## config.mk

```make
export PLATFORM = sky130hd
export DESIGN_NAME = mem_port_arbiter
export DESIGN_NICKNAME = d
export VERILOG_FILES = /design/src/rtl/mem_arb_defs.sv /design/src/rtl/sat_counter.sv /design/src/rtl/mem_port_arbiter.sv
export SDC_FILE = /design/constraint.sdc
export NUM_CORES = 1
export LEC_CHECK = 0
export CELL_PAD_IN_SITES_DETAIL_PLACEMENT = 1
export CELL_PAD_IN_SITES_GLOBAL_PLACEMENT = 1
export CORE_MARGIN = 5
export CORE_UTILIZATION = 30
export DETAILED_ROUTE_END_ITERATION = 6
export MAX_ROUTING_LAYER = met4
export PLACE_DENSITY_LB_ADDON = 0.1
export SETUP_SLACK_MARGIN = 0.5
export SYNTH_ARGS = -nofsm -noshare
export SYNTH_HDL_FRONTEND = slang
export SYNTH_SLANG_ARGS = --single-unit
```

## constraint.sdc

```tcl
create_clock -name clk_i -period 2.37 [get_ports clk_i]
set_clock_uncertainty 0.05 [all_clocks]
set_input_delay 0.474 -clock clk_i [delete_from_list [all_inputs] [get_ports clk_i]]
set_output_delay 0.474 -clock clk_i [all_outputs]
set_load 0.005 [all_outputs]
```

## src/rtl/mem_arb_defs.sv

```systemverilog
// Shared encodings for the IF/MEM memory-port arbiter: FSM states, grant
// owner, and the legal range of the memory read latency.
package mem_arb_defs;

    localparam logic [1:0] IDLE  = 2'd0;
    localparam logic [1:0] ISSUE = 2'd1;
    localparam logic [1:0] WAIT  = 2'd2;
    localparam logic [1:0] RESP  = 2'd3;

    localparam logic GNT_IF = 1'b0;
    localparam logic GNT_DM = 1'b1;

    // Latency counter width; a 4-bit counter covers latencies 1..15.
    localparam int LAT_W = 4;

    function automatic bit mem_lat_ok(input int lat);
        return (lat >= 1) && (lat <= 15);
    endfunction

endpackage

```

## src/rtl/sat_counter.sv

```systemverilog
// Saturating up-counter with synchronous active-low clear and count enable;
// clear takes priority over enable.
module sat_counter #(
    parameter int W = 32
) (
    input  logic         clk_i,
    input  logic         clr_n_i,
    input  logic         en_i,
    output logic [W-1:0] cnt_o
);

    logic [W-1:0] cnt_q;

    always_ff @(posedge clk_i) begin
        if (!clr_n_i) begin
            cnt_q <= '0;
        end else if (en_i && (cnt_q != '1)) begin
            cnt_q <= cnt_q + W'(1);
        end
    end

    assign cnt_o = cnt_q;

endmodule

```

## src/rtl/mem_port_arbiter.sv

```systemverilog
// Arbitrates one fixed-latency memory port between instruction fetch and the
// data stage, returns read data with a one-cycle ack and reports pipeline stall.
module mem_port_arbiter
    import mem_arb_defs::*;
#(
    parameter int ADDR_W  = 32,
    parameter int DATA_W  = 32,
    parameter int MEM_LAT = 2
) (
    input  logic              clk_i,
    input  logic              rst_i,
    input  logic              if_req_i,
    input  logic [ADDR_W-1:0] if_addr_i,
    output logic [DATA_W-1:0] if_rdata_o,
    output logic              if_ack_o,
    input  logic              dm_req_i,
    input  logic              dm_we_i,
    input  logic [ADDR_W-1:0] dm_addr_i,
    input  logic [DATA_W-1:0] dm_wdata_i,
    output logic [DATA_W-1:0] dm_rdata_o,
    output logic              dm_ack_o,
    output logic              mem_en_o,
    output logic              mem_we_o,
    output logic [ADDR_W-1:0] mem_addr_o,
    output logic [DATA_W-1:0] mem_wdata_o,
    input  logic [DATA_W-1:0] mem_rdata_i,
    output logic              stall_o,
    output logic [31:0]       stall_cnt_o
);

    if (!mem_lat_ok(MEM_LAT)) begin : g_bad_mem_lat
        $error("mem_port_arbiter: MEM_LAT must be in 1..15");
    end

    localparam logic [LAT_W-1:0] LAT_INIT = LAT_W'(MEM_LAT);

    logic [1:0]        state_q, state_d;
    logic              gnt_q, gnt_d;
    logic              last_dm_q, last_dm_d;
    logic [LAT_W-1:0]  cnt_q, cnt_d;
    logic              mem_we_q, mem_we_d;
    logic [ADDR_W-1:0] mem_addr_q, mem_addr_d;
    logic [DATA_W-1:0] mem_wdata_q, mem_wdata_d;
    logic [DATA_W-1:0] if_rdata_q, if_rdata_d;
    logic [DATA_W-1:0] dm_rdata_q, dm_rdata_d;
    logic              dm_wins;

    // Handshake: a port raises req and holds it (with stable address/data)
    // until its ack; ack is a single-cycle pulse, and a req still high in the
    // following cycle is a new access. Only IDLE samples the request inputs.
    assign dm_wins = dm_req_i && !(if_req_i && last_dm_q);

    always_comb begin
        state_d     = state_q;
        gnt_d       = gnt_q;
        last_dm_d   = last_dm_q;
        cnt_d       = cnt_q;
        mem_we_d    = mem_we_q;
        mem_addr_d  = mem_addr_q;
        mem_wdata_d = mem_wdata_q;
        if_rdata_d  = if_rdata_q;
        dm_rdata_d  = dm_rdata_q;
        case (state_q)
            IDLE: begin
                if (dm_wins) begin
                    gnt_d       = GNT_DM;
                    last_dm_d   = 1'b1;
                    mem_we_d    = dm_we_i;
                    mem_addr_d  = dm_addr_i;
                    mem_wdata_d = dm_wdata_i;
                    state_d     = ISSUE;
                end else if (if_req_i) begin
                    gnt_d      = GNT_IF;
                    last_dm_d  = 1'b0;
                    mem_we_d   = 1'b0;
                    mem_addr_d = if_addr_i;
                    state_d    = ISSUE;
                end
            end
            ISSUE: begin
                cnt_d   = LAT_INIT;
                state_d = WAIT;
            end
            WAIT: begin
                cnt_d = cnt_q - LAT_W'(1);
                // The counter reaches zero on this edge: read data is valid now.
                if (cnt_q == LAT_W'(1)) begin
                    if (!mem_we_q) begin
                        if (gnt_q == GNT_DM) dm_rdata_d = mem_rdata_i;
                        else                 if_rdata_d = mem_rdata_i;
                    end
                    state_d = RESP;
                end
            end
            RESP:    state_d = IDLE;
            default: state_d = IDLE;
        endcase
    end

    always_ff @(posedge clk_i) begin
        if (!rst_i) begin
            state_q     <= IDLE;
            gnt_q       <= GNT_IF;
            last_dm_q   <= 1'b0;
            cnt_q       <= '0;
            mem_we_q    <= 1'b0;
            mem_addr_q  <= '0;
            mem_wdata_q <= '0;
            if_rdata_q  <= '0;
            dm_rdata_q  <= '0;
        end else begin
            state_q     <= state_d;
            gnt_q       <= gnt_d;
            last_dm_q   <= last_dm_d;
            cnt_q       <= cnt_d;
            mem_we_q    <= mem_we_d;
            mem_addr_q  <= mem_addr_d;
            mem_wdata_q <= mem_wdata_d;
            if_rdata_q  <= if_rdata_d;
            dm_rdata_q  <= dm_rdata_d;
        end
    end

    assign mem_en_o    = (state_q == ISSUE);
    assign mem_we_o    = mem_we_q;
    assign mem_addr_o  = mem_addr_q;
    assign mem_wdata_o = mem_wdata_q;
    assign if_ack_o    = (state_q == RESP) && (gnt_q == GNT_IF);
    assign dm_ack_o    = (state_q == RESP) && (gnt_q == GNT_DM);
    assign if_rdata_o  = if_rdata_q;
    assign dm_rdata_o  = dm_rdata_q;
    assign stall_o     = (if_req_i & ~if_ack_o) | (dm_req_i & ~dm_ack_o);

    sat_counter #(
        .W(32)
    ) u_stall_cnt (
        .clk_i  (clk_i),
        .clr_n_i(rst_i),
        .en_i   (stall_o),
        .cnt_o  (stall_cnt_o)
    );

endmodule

```

==> impl_metrics.yaml <==
critical_path:
  crit_path_end_kind: "flop"
  required_ns: 2.66
  reg2reg_depth: 8
  cp-start-kind: "flop"
  regToRegSetupSlack_ns: 0.27
  rr_startpoint: "state_q[0]"
  cp_max_fo: 8
  arrival_ns: 2.39
  critPathLaunch: "state_q[0]"
  rr_endpoint: "u_stall_cnt.cnt_o[22]"
  critical_path_class: "flop to flop"
grt:
  grt_max_degree: 58
  grt_remaining_overflow: 0
  grt_antenna_before_repair: 1
  grt_pass1_vias: 7189
  grt_pass1_wl_um: 38900
  track_usage_pct: 19.2
synthesis:
  synth_top_area_share_pct: 49.4
  synthDistinctLibCells: 55
  synth_nets: 957
  synthCells: 816
  ys.flop_type: "dfxtp_1"
  syn_area_mm2: 0.00680
  ys_warn_count: 0
  ys_ff_latch: 168
  synthTopCellsByArea: "dfxtp_1 (49%), nand2_1 (12%), a21oi_1 (9.0%)"
  async_reset_ff_share_pct: 0
  avgSynthCellArea_um2: 8.34
  netlist.top_cell.by_area: "dfxtp_1"
  ys_seq_area_share_pct: 49.4
  synth-edff-count: 0
cells_and_area:
  fin_nets: 1306
  final_common_cell: "clkdlybuf4s50_1"
  syn2layout_area_growth_pct: 82.2
  drive_gt1_share_pct: 24.3
  final_cell_mix: "clkdlybuf4s50_1 (242), nand2_1 (172), dfxtp_1 (134)"
floorplanning:
  ios: 298
  core_area_mm2: 0.0225
  die_h_um: 161
  rows: 55
  die_area_mm2: 0.0258
  start_util_pct: 30.2
  chipWidth_um: 161
power_and_ir_drop:
  clkPwrFrac_pct: 32.0
  combPwrFrac_pct: 28.4
  p_leak_uw: 0.00531
  swShare_pct: 30.6
  p_int_uw: 5920
  p_seq_share_pct: 39.7
  switchingPower_uw: 2610
  power_density_mw_per_mm2: 688
  power_uw: 8530
  irDropWorstVdd_uv: 497
detailed_routing:
  antenna_left: 0
  avgRoutedWirePerCell_um: 18.9
  via_count: 7207
  vias_per_cell: 4.93
  drt_iter0_drc: 252
  post-route-drc-count: 0
  wirelength_um: 27600
  firstDrtPassIters: 4
sta:
  setup_viol: 0
  fmax_ghz: 0.477
  worst_slew_margin_rel_pct: 66.1
  setup_tns_ns: 0
  slew_viol_final: 0
  hold_viol_final: 0
  worst_pin_slew_ns: 0.503
  rsz0062_at_grt: "yes"
  period_share_pct: 88.5
  period_minus_slack_ns: 2.10
  hold-worst-slack_ns: 0.403
clocking:
  clock_latency_ns: 0.43
  numClockSinks: 168
  cts-root-buf: "clkbuf_16"
  ctsHoldBuffers: 0
  numCtsBuffers: 17
  path_clk_slew_ns: 0.07
  clk_path_buf_depth: 2
  cts_max_level: 4
  cts_tree: "yes"
worst_hold_path:
  min-delay-start: "if_rdata_o[28]"
  holdCritPathClass: "flop to flop"
  whs_path_depth: 2
  holdPathEnd: "if_rdata_o[28]"
run_status:
  status: "completed"
placement:
  io_buffer_count: 297
  gp_congestion: 0.775
  hpwl_um: 17300
job:
  max_cap_viol_count: 0
==> sequential cells by signal, indices dropped and copies added (netlist names) <==
| name | flops |
|---|---|
| mem_we_o | 1 |
| mem_addr_o | 32 |
| state_q | 2 |
| last_dm_q | 1 |
| dm_rdata_o | 32 |
| if_rdata_o | 32 |
| cnt_q | 4 |
| u_stall_cnt.cnt_o | 32 |
| mem_wdata_o | 32 |
==> synthesized netlist by cell type (2+ instances only) <==
| master | n |
|---|---|
| nand3_1 | 12 |
| dfxtp_1 | 168 |
| o221a_2 | 2 |
| o211ai_1 | 2 |
| nor4_2 | 2 |
| clkbuf_1 | 43 |
| or4_4 | 2 |
| o21ai_1 | 2 |
| nor3b_1 | 2 |
| a21oi_1 | 122 |
| buf_2 | 7 |
| o31ai_1 | 5 |
| mux2i_1 | 34 |
| nand4_1 | 5 |
| nor4_1 | 2 |
| or4_1 | 5 |
| xor2_1 | 3 |
| o21ai_0 | 20 |
| ha_1 | 8 |
| and2_1 | 2 |
| o21a_1 | 2 |
| nand2b_1 | 7 |
| a211oi_1 | 32 |
| nand4_2 | 4 |
| a31oi_1 | 2 |
| inv_1 | 11 |
| nand2_1 | 214 |
| nor3_1 | 5 |
| buf_4 | 2 |
| and3_1 | 5 |
| nor2_1 | 44 |
| or3_1 | 17 |
==> cell families after synthesis <==
group,share of synthesized area [%]
flops,49.4
buf+inv,3.99
xor+xnor,0.515
mux,5.00
simple gates,22.0
compound gates,17.6
fa+ha+maj,1.47
==> power groups by stage <==
stage	Clock, uW	Combinational, uW	Sequential [uW]
2_1_floorplan	0	911	3460
3_3_place_gp	0	2310	3430
3_5_place_dp	0	2330	3450
4_1_cts	2800	2400	3390
5_1_grt	2920	2650	3440
6_report	2730	2420	3380
==> worst max-delay path: stages, from the launching register on <==
cell	delay, ns
dfxtp_4	0.36
ha_4	0.17
buf_6	0.11
a21boi_4	0.13
o221a_4	0.23
o211ai_1	0.10
buf_4	0.20
or4_1	0.47
a21oi_2	0.19
==> layout make-up <==
cell class | instances | area (um2)
clock buffer | 17 | 425
timing repair buffer | 383 | 4050
clock inverter | 13 | 136
tap | 285 | 357
fill | 2515 | 10100
multi-input combinational | 583 | 3910
sequential | 168 | 3460
antenna | 1 | 2.50
inverter | 12 | 50.0
==> through the flow <==
step | cell area, um2 | instances | worst slack (ns) | util (%)
2_1_floorplan | 6860 | 816 | 0.446 | -
6_report | 12400 | 1462 | 0.273 | 55.1
5_1_grt | 12400 | 1462 | 0.175 | 55.1
3_5_place_dp | 10400 | 1373 | -0.134 | 46.0
3_3_place_gp | 10400 | 1373 | -0.0738 | 46.0
4_1_cts | 11300 | 1427 | 0.340 | 50.3
==> worst max-delay path by stage <==
stage          cells after the start  slack (ns)               endpoint
6_report                           8        0.27  u_stall_cnt.cnt_o[22]
3_5_place_dp                       6       -0.13  u_stall_cnt.cnt_o[24]
3_3_place_gp                       6       -0.07  u_stall_cnt.cnt_o[24]
5_1_grt                            8        0.17  u_stall_cnt.cnt_o[18]
4_1_cts                            5        0.34                stall_o
2_1_floorplan                      8        0.45         mem_wdata_o[6]
==> per-layer routing <==
| layer | global-route usage, % | vias up | part of all wire, % |
|---|---|---|---|
| met4 | 6.10 | 0 | 2.2 |
| met1 | 22.7 | 3441 | 41 |
| met3 | 5.49 | 40 | 6.1 |
| met5 | - | - | 0 |
| met2 | 31.8 | 214 | 50 |
| li1 | - | 3512 | - |
==> repair_timing <==
item,4_1_cts,5_1_grt
endpoints found under the setup margin,127,153
pin swaps,27,83
cloned,3,8
gates resized for setup,87,204
setup buffers,21,26
(Power assumes the default switching activity.)
